===== src/rtl/smg_pkg.sv =====
// smg_pkg: shared constants and helpers for the AX309 six-digit display arbiter.
//
// Contents:
//   SMG_DIGITS    number of digits on the display (6)
//   SMG_BLANK     BCD code the segment decoder renders as an unlit digit
//   SCAN_PATTERN  active-low digit-select word per digit index, leftmost first
//   IDLE/WAIT/ACK arbiter FSM state encoding
//   REQ_A/REQ_B   requester identifiers (also the value driven on owner)
//   scan_of, digit_of, blank_mask, mask_bit: per-digit helpers
//
// The blank helpers are only used when SMG_LEADING_ZERO_BLANK_EN is defined.
package smg_pkg;

    localparam int SMG_DIGITS = 6;
    localparam logic [3:0] SMG_BLANK = 4'hF;

    localparam logic [5:0] SCAN_PATTERN [SMG_DIGITS] = '{
        6'b011111, 6'b101111, 6'b110111, 6'b111011, 6'b111101, 6'b111110
    };

    localparam logic [1:0] IDLE = 2'd0;
    localparam logic [1:0] WAIT = 2'd1;
    localparam logic [1:0] ACK  = 2'd2;

    localparam logic REQ_A = 1'b0;
    localparam logic REQ_B = 1'b1;

    function automatic logic [5:0] scan_of(input logic [2:0] idx);
        case (idx)
            3'd0:    scan_of = SCAN_PATTERN[0];
            3'd1:    scan_of = SCAN_PATTERN[1];
            3'd2:    scan_of = SCAN_PATTERN[2];
            3'd3:    scan_of = SCAN_PATTERN[3];
            3'd4:    scan_of = SCAN_PATTERN[4];
            3'd5:    scan_of = SCAN_PATTERN[5];
            default: scan_of = 6'b111111;
        endcase
    endfunction

    // Digit 0 is the leftmost digit and lives in the top nibble.
    function automatic logic [3:0] digit_of(input logic [23:0] frame, input logic [2:0] idx);
        case (idx)
            3'd0:    digit_of = frame[23:20];
            3'd1:    digit_of = frame[19:16];
            3'd2:    digit_of = frame[15:12];
            3'd3:    digit_of = frame[11:8];
            3'd4:    digit_of = frame[7:4];
            3'd5:    digit_of = frame[3:0];
            default: digit_of = 4'h0;
        endcase
    endfunction

    // Bit i set when digit i and every digit to its left are zero.
    // The rightmost digit is never blanked so a zero frame still shows "0".
    function automatic logic [5:0] blank_mask(input logic [23:0] frame);
        logic       zero_so_far;
        logic [5:0] m;
        zero_so_far = 1'b1;
        m = '0;
        for (int i = 0; i < SMG_DIGITS - 1; i++) begin
            zero_so_far = zero_so_far && (digit_of(frame, 3'(i)) == 4'h0);
            m[i] = zero_so_far;
        end
        return m;
    endfunction

    function automatic logic mask_bit(input logic [5:0] m, input logic [2:0] idx);
        case (idx)
            3'd0:    mask_bit = m[0];
            3'd1:    mask_bit = m[1];
            3'd2:    mask_bit = m[2];
            3'd3:    mask_bit = m[3];
            3'd4:    mask_bit = m[4];
            3'd5:    mask_bit = m[5];
            default: mask_bit = 1'b0;
        endcase
    endfunction

endpackage


===== src/rtl/smg_tick_gen.sv =====
// smg_tick_gen: digit-slot timebase for the seven-segment scan.
//
// Ports:
//   clk       in   system clock, rising edge
//   rst       in   synchronous active-high reset
//   tick      out  high in the last cycle of a digit slot
//   idx       out  current digit index 0..5 (0 = leftmost)
//   boundary  out  high in the last cycle of digit 5, i.e. the frame edge
//
// Parameter TICK_CYC (2..65535) is the number of cycles per digit slot.
module smg_tick_gen #(
    parameter int unsigned TICK_CYC = 50000
) (
    input  logic       clk,
    input  logic       rst,
    output logic       tick,
    output logic [2:0] idx,
    output logic       boundary
);

    localparam logic [15:0] LAST = 16'(TICK_CYC - 1);

    logic [15:0] count;
    // The scan outputs are registered one edge behind the index, so the
    // first slot after reset would be one cycle short. Holding the counter
    // at zero for the single cycle that follows reset gives that slot its
    // full length and keeps every slot exactly TICK_CYC cycles wide.
    logic        run;

    assign tick     = run && (count == LAST);
    assign boundary = tick && (idx == 3'd5);

    always_ff @(posedge clk) begin
        if (rst) begin
            count <= '0;
            idx   <= '0;
            run   <= 1'b0;
        end else begin
            run <= 1'b1;
            if (run) begin
                if (tick) begin
                    count <= '0;
                    idx   <= (idx == 3'd5) ? 3'd0 : idx + 3'd1;
                end else begin
                    count <= count + 16'd1;
                end
            end
        end
    end

endmodule


===== src/rtl/smg_display_arbiter.sv =====
// smg_display_arbiter: shares the six-digit seven-segment display between
// two frame requesters and drives the digit scan.
//
// Ports:
//   CLK          in   system clock, rising edge
//   RST          in   synchronous active-high reset
//   a_req/b_req  in   requester wants its frame displayed; hold until ack
//   a_data/b_data in  24-bit BCD frame, digit0 (leftmost) in [23:20]
//   a_ack/b_ack  out  one-cycle pulse: that requester's frame was latched
//   scan_sig     out  active-low digit select, bit5 = leftmost digit
//   digit_bcd    out  BCD nibble for the digit selected by scan_sig
//   frame_start  out  one-cycle pulse on the first cycle of digit0
//   owner        out  source of the displayed frame (0 = A, 1 = B)
//
// Handshake: a requester raises req with data and holds both stable until
// its ack pulse; dropping req before the ack withdraws the request. Frames
// are only taken at the frame edge (end of digit5), so the display never
// shows a mix of two frames; the ack coincides with frame_start.
//
// Build option SMG_LEADING_ZERO_BLANK_EN: leading zero digits (never the
// rightmost) are shown as the blank code instead of 0.
module smg_display_arbiter
    import smg_pkg::*;
#(
    parameter int unsigned TICK_CYC = 50000
) (
    input  logic        CLK,
    input  logic        RST,
    input  logic        a_req,
    input  logic [23:0] a_data,
    output logic        a_ack,
    input  logic        b_req,
    input  logic [23:0] b_data,
    output logic        b_ack,
    output logic [5:0]  scan_sig,
    output logic [3:0]  digit_bcd,
    output logic        frame_start,
    output logic        owner
);

    logic        tick;
    logic        boundary;
    logic [2:0]  idx;
    logic [2:0]  idx_next;

    logic [1:0]  state;
    logic        sel;
    logic        last_grant;
    logic [23:0] frame_buf;

    logic        sel_req;
    logic [23:0] sel_data;
    logic        load;
    logic [23:0] buf_next;
    logic [3:0]  disp_next;

    smg_tick_gen #(.TICK_CYC(TICK_CYC)) u_tick_gen (
        .clk      (CLK),
        .rst      (RST),
        .tick     (tick),
        .idx      (idx),
        .boundary (boundary)
    );

    assign idx_next = tick ? ((idx == 3'd5) ? 3'd0 : idx + 3'd1) : idx;

    assign sel_req  = (sel == REQ_B) ? b_req  : a_req;
    assign sel_data = (sel == REQ_B) ? b_data : a_data;
    assign load     = (state == WAIT) && sel_req && boundary;

    // The display registers look at the buffer as it will be after this
    // edge, so a frame loaded at the boundary shows from its first digit0.
    assign buf_next = load ? sel_data : frame_buf;

`ifdef SMG_LEADING_ZERO_BLANK_EN
    logic [5:0] blank_q;
    logic [5:0] blank_next;

    assign blank_next = load ? blank_mask(sel_data) : blank_q;
    assign disp_next  = mask_bit(blank_next, idx_next) ? SMG_BLANK
                                                       : digit_of(buf_next, idx_next);

    always_ff @(posedge CLK) begin
        if (RST) begin
            blank_q <= '0;
        end else begin
            blank_q <= blank_next;
        end
    end
`else
    assign disp_next = digit_of(buf_next, idx_next);
`endif

    always_ff @(posedge CLK) begin
        if (RST) begin
            state       <= IDLE;
            sel         <= REQ_A;
            last_grant  <= REQ_B;
            frame_buf   <= '0;
            owner       <= REQ_A;
            a_ack       <= 1'b0;
            b_ack       <= 1'b0;
            scan_sig    <= 6'b111111;
            digit_bcd   <= 4'h0;
            frame_start <= 1'b0;
        end else begin
            a_ack       <= 1'b0;
            b_ack       <= 1'b0;
            frame_buf   <= buf_next;
            scan_sig    <= scan_of(idx_next);
            digit_bcd   <= disp_next;
            // First cycle of digit0, whether after a wrap or after reset.
            frame_start <= (idx_next == 3'd0) && (scan_sig != SCAN_PATTERN[0]);

            case (state)
                IDLE: begin
                    if (a_req || b_req) begin
                        // On a tie the requester served last time yields.
                        sel   <= (a_req && b_req) ? ~last_grant
                                                  : (b_req ? REQ_B : REQ_A);
                        state <= WAIT;
                    end
                end
                WAIT: begin
                    if (!sel_req) begin
                        state <= IDLE;
                    end else if (boundary) begin
                        owner      <= sel;
                        last_grant <= sel;
                        a_ack      <= (sel == REQ_A);
                        b_ack      <= (sel == REQ_B);
                        state      <= ACK;
                    end
                end
                ACK: begin
                    state <= IDLE;
                end
                default: begin
                    state <= IDLE;
                end
            endcase
        end
    end

endmodule


===== config.mk =====
export PLATFORM = sky130hd
export DESIGN_NAME = smg_display_arbiter
export DESIGN_NICKNAME = d
export VERILOG_FILES = /design/src/rtl/smg_pkg.sv /design/src/rtl/smg_tick_gen.sv /design/src/rtl/smg_display_arbiter.sv
export SDC_FILE = /design/constraint.sdc
export NUM_CORES = 1
export LEC_CHECK = 0
export CORE_ASPECT_RATIO = 1.1
export CORE_MARGIN = 1.5
export CORE_UTILIZATION = 55
export DETAILED_ROUTE_END_ITERATION = 12
export GPL_TIMING_DRIVEN = 0
export PLACE_DENSITY = 0.86
export SYNTH_ARGS = -nofsm -noshare
export SYNTH_HDL_FRONTEND = slang
export SYNTH_SLANG_ARGS = --single-unit

===== constraint.sdc =====
create_clock -name CLK -period 6.52 [get_ports CLK]
set_input_delay 0.978 -clock CLK [delete_from_list [all_inputs] [get_ports CLK]]
set_output_delay 0.978 -clock CLK [all_outputs]
set_load 0.02 [all_outputs]

==> impl_metrics.ini <==
[status]
status = complete, no violations

[drt]
via_count = 3003
drcViolationCount = 0
wl_per_cell_um = 16.5
drt_iter0_markers = 307
routed_wirelength_um = 8550
drt.antenna.violating_nets = 0
routed_via_density = 5.79
drtPass1Iterations = 4

[clock_network]
cts.htree.levels = 3
postCtsSetupRepairBufs = 0
cts_buffers = 9
path_clk_slew_ns = 0.07
clk-insertion-delay-late_ns = 0.35
cts_resized = 0
clk_path_buf_depth = 2
clkSinkCount = 62
cts_tree = built
cts-root-buf = clkbuf_8
holdBufCountCts = 0

[power]
p_per_area_nw_per_um2 = 203
p_leak_nw = 1.40
ir_drop_uv = 162

[sta]
fin_crit_sh_pct = 45.2
period_minus_slack_ns = 2.94
fin_tns_setup_ns = 0
slew_headroom_pct = 25.0
rsz0062_at_grt = no
slew_viol_final = 0
setup_ws_ns = 3.58
tightest_slew_ns = 1.11
finalClockSkew_ns = 0.0125
fmax_mhz = 340
setup_viol = 0
finalHoldViolCount = 0

[floorplanning]
die_x_um = 74.6
die-area_sq_um = 6090
core-area_sq_um = 5400
die_h_um = 81.7
io_pins = 66
initial_core_util_pct = 57.4
num_rows = 28

[grt]
grt_pass1_wl_um = 13900
grt_pass1_vias = 2979
overflow = 0
grt_use_total_pct = 30.5
antenna_found_initial = 0
grt_start_max_net_pins = 11

[layout]
fin_util_pct = 75.1
area_growth_pct = 30.8
nets = 492
drive_gt1_share_pct = 9.01
layout_common_cells = 64 x clkdlybuf4s50_1, 62 x dfxtp_1, 53 x nor2_1
fillers = 425
n_antenna_cell = 0
mostFrequentLayoutCell = clkdlybuf4s50_1

[placed_design]
dp_hpwl_um = 6120
gp_congestion = 0.910
portBuffers = 64
place_ws_ns = 3.26

[worst_setup_path]
regToRegSetupSlack_ns = 3.70
critPathArrivalTime_ns = 3.20
critPathKind = in -> reg
crit_path_end_kind = flip-flop
crit-reg2reg-capture = digit_bcd[1]
crit_fanout = 10
required_ns = 6.77
crit_path_start = a_req
r2r_cells = 8
reg2reg_from = u_tick_gen.count[0]
endpoint = digit_bcd[0]
setup.worst_path.start_class = input pin

[synthesis]
async_flop_share_pct = 0
synth_flop_cell = dfxtp_1
synth_warnings = 0
synth_fp_nets = 417
ys_ff_latch = 62
netlist_instances = 364
yosysSeqAreaShare_pct = 40.1
synth_area_sq_um = 3100
ys_types = 56
synth_edf_count = 0
synth_area_per_cell_sq_um = 8.51

[min_path]
hold_path_depth = 1
holdCritPathClass = reg -> reg

[run]
drv_cap = 0
-- state kept, by name, summed over array words and instances, names as in the netlist --
signal and cells:
b_ack 1, u_tick_gen.count 16, u_tick_gen.run 1, frame_start 1
scan_sig 6, last_grant 1, u_tick_gen.idx 3, digit_bcd 4
sel 1, owner 1, a_ack 1, state 2
frame_buf 24
-- worst min-delay path by stage --
stage	startpoint	to	slack, ns
floorplan	last_grant	last_grant	0.44
global placement	scan_sig[0]	frame_start	0.44
detailed placement	scan_sig[0]	frame_start	0.44
CTS	scan_sig[0]	frame_start	0.45
global route	scan_sig[0]	frame_start	0.47
finish	scan_sig[0]	frame_start	0.45
-- layer usage --
metal  vias up  part of all wire, %  global-route usage (%)
met5         -                    0                       0
met4         0                  4.1                    18.4
met3        36                  6.6                    6.26
met2       139                   48                    50.8
met1      1382                   41                    36.0
li1       1446                    -                       -
-- synthesized netlist by cell type (2+ instances only) --
cell	n	area share (%)
xor2_1	6	1.7
buf_2	3	0.48
nor4_4	2	1.4
or4bb_1	3	1.1
buf_4	2	0.48
xnor2_1	7	2.0
a21oi_1	31	5.0
and2_1	9	1.8
nand4_1	5	1.0
o21ai_1	2	0.32
o2bb2ai_1	3	0.85
clkbuf_1	17	2.1
nor4_1	2	0.40
a211oi_1	3	0.73
a31oi_1	5	1.0
o211ai_1	2	0.48
nand3_1	14	2.3
and4_1	3	0.85
or3_1	3	0.61
nand2_1	33	4.0
o22ai_1	2	0.40
o21ai_0	14	2.3
nor2_1	53	6.4
a22oi_1	3	0.73
nor2b_1	4	0.81
mux2i_1	24	7.8
dfxtp_1	62	40
nor3_1	6	0.97
nand2b_1	3	0.61
mux2_2	8	2.9
inv_1	5	0.61
-- cell type report --
cell class / count / area, sq um / area share (%)
buffer: 24 / 109 / 2.69
clock buffer: 13 / 179 / 4.42
timing repair buffer: 64 / 641 / 15.8
sequential: 62 / 1240 / 30.6
inverter: 5 / 18.8 / 0.463
multi-input combinational: 273 / 1730 / 42.7
clock inverter: 3 / 40.0 / 0.988
tap: 75 / 93.8 / 2.32
-- worst max-delay path, cell delays in order --
cell	delay, ns
clkdlybuf4s50_1	0.51
mux2_2	0.20
and4_1	0.24
clkbuf_1	0.44
nand3_1	0.22
a211oi_1	0.27
o21ai_0	0.11
a41oi_1	0.21
-- logic make-up (layout without fill, tap and decap cells) --
family	count (synthesis)	in the layout	share of synthesized area [%]
compound gates	77	77	15.5
xor+xnor	13	13	3.68
mux	33	33	11.4
flops	62	62	40.1
fa+ha+maj	1	1	0.404
buf+inv	29	109	4.12
simple gates	149	149	24.9
-- through the flow --
| step | hold slack (ns) | power (mW) | instances | instance area [sq um] |
|---|---|---|---|---|
| global route | 0.475 | 0.844 | 519 | 4050 |
| finish | 0.450 | 0.821 | 519 | 4050 |
| CTS | 0.449 | 0.819 | 519 | 4050 |
| floorplan | 0.436 | 0.420 | 364 | 3100 |
| detailed placement | 0.441 | 0.460 | 503 | 3830 |
| global placement | 0.437 | 0.459 | 503 | 3830 |
-- report_power, final --
part           switching [mW]  internal, mW  leakage, nW
clock                   0.151         0.217        0.115
sequential            0.00222         0.382        0.501
combinational          0.0276        0.0414        0.780
total                   0.181         0.640         1.40
No activity file was read; power rests on OpenSTA's default activity.
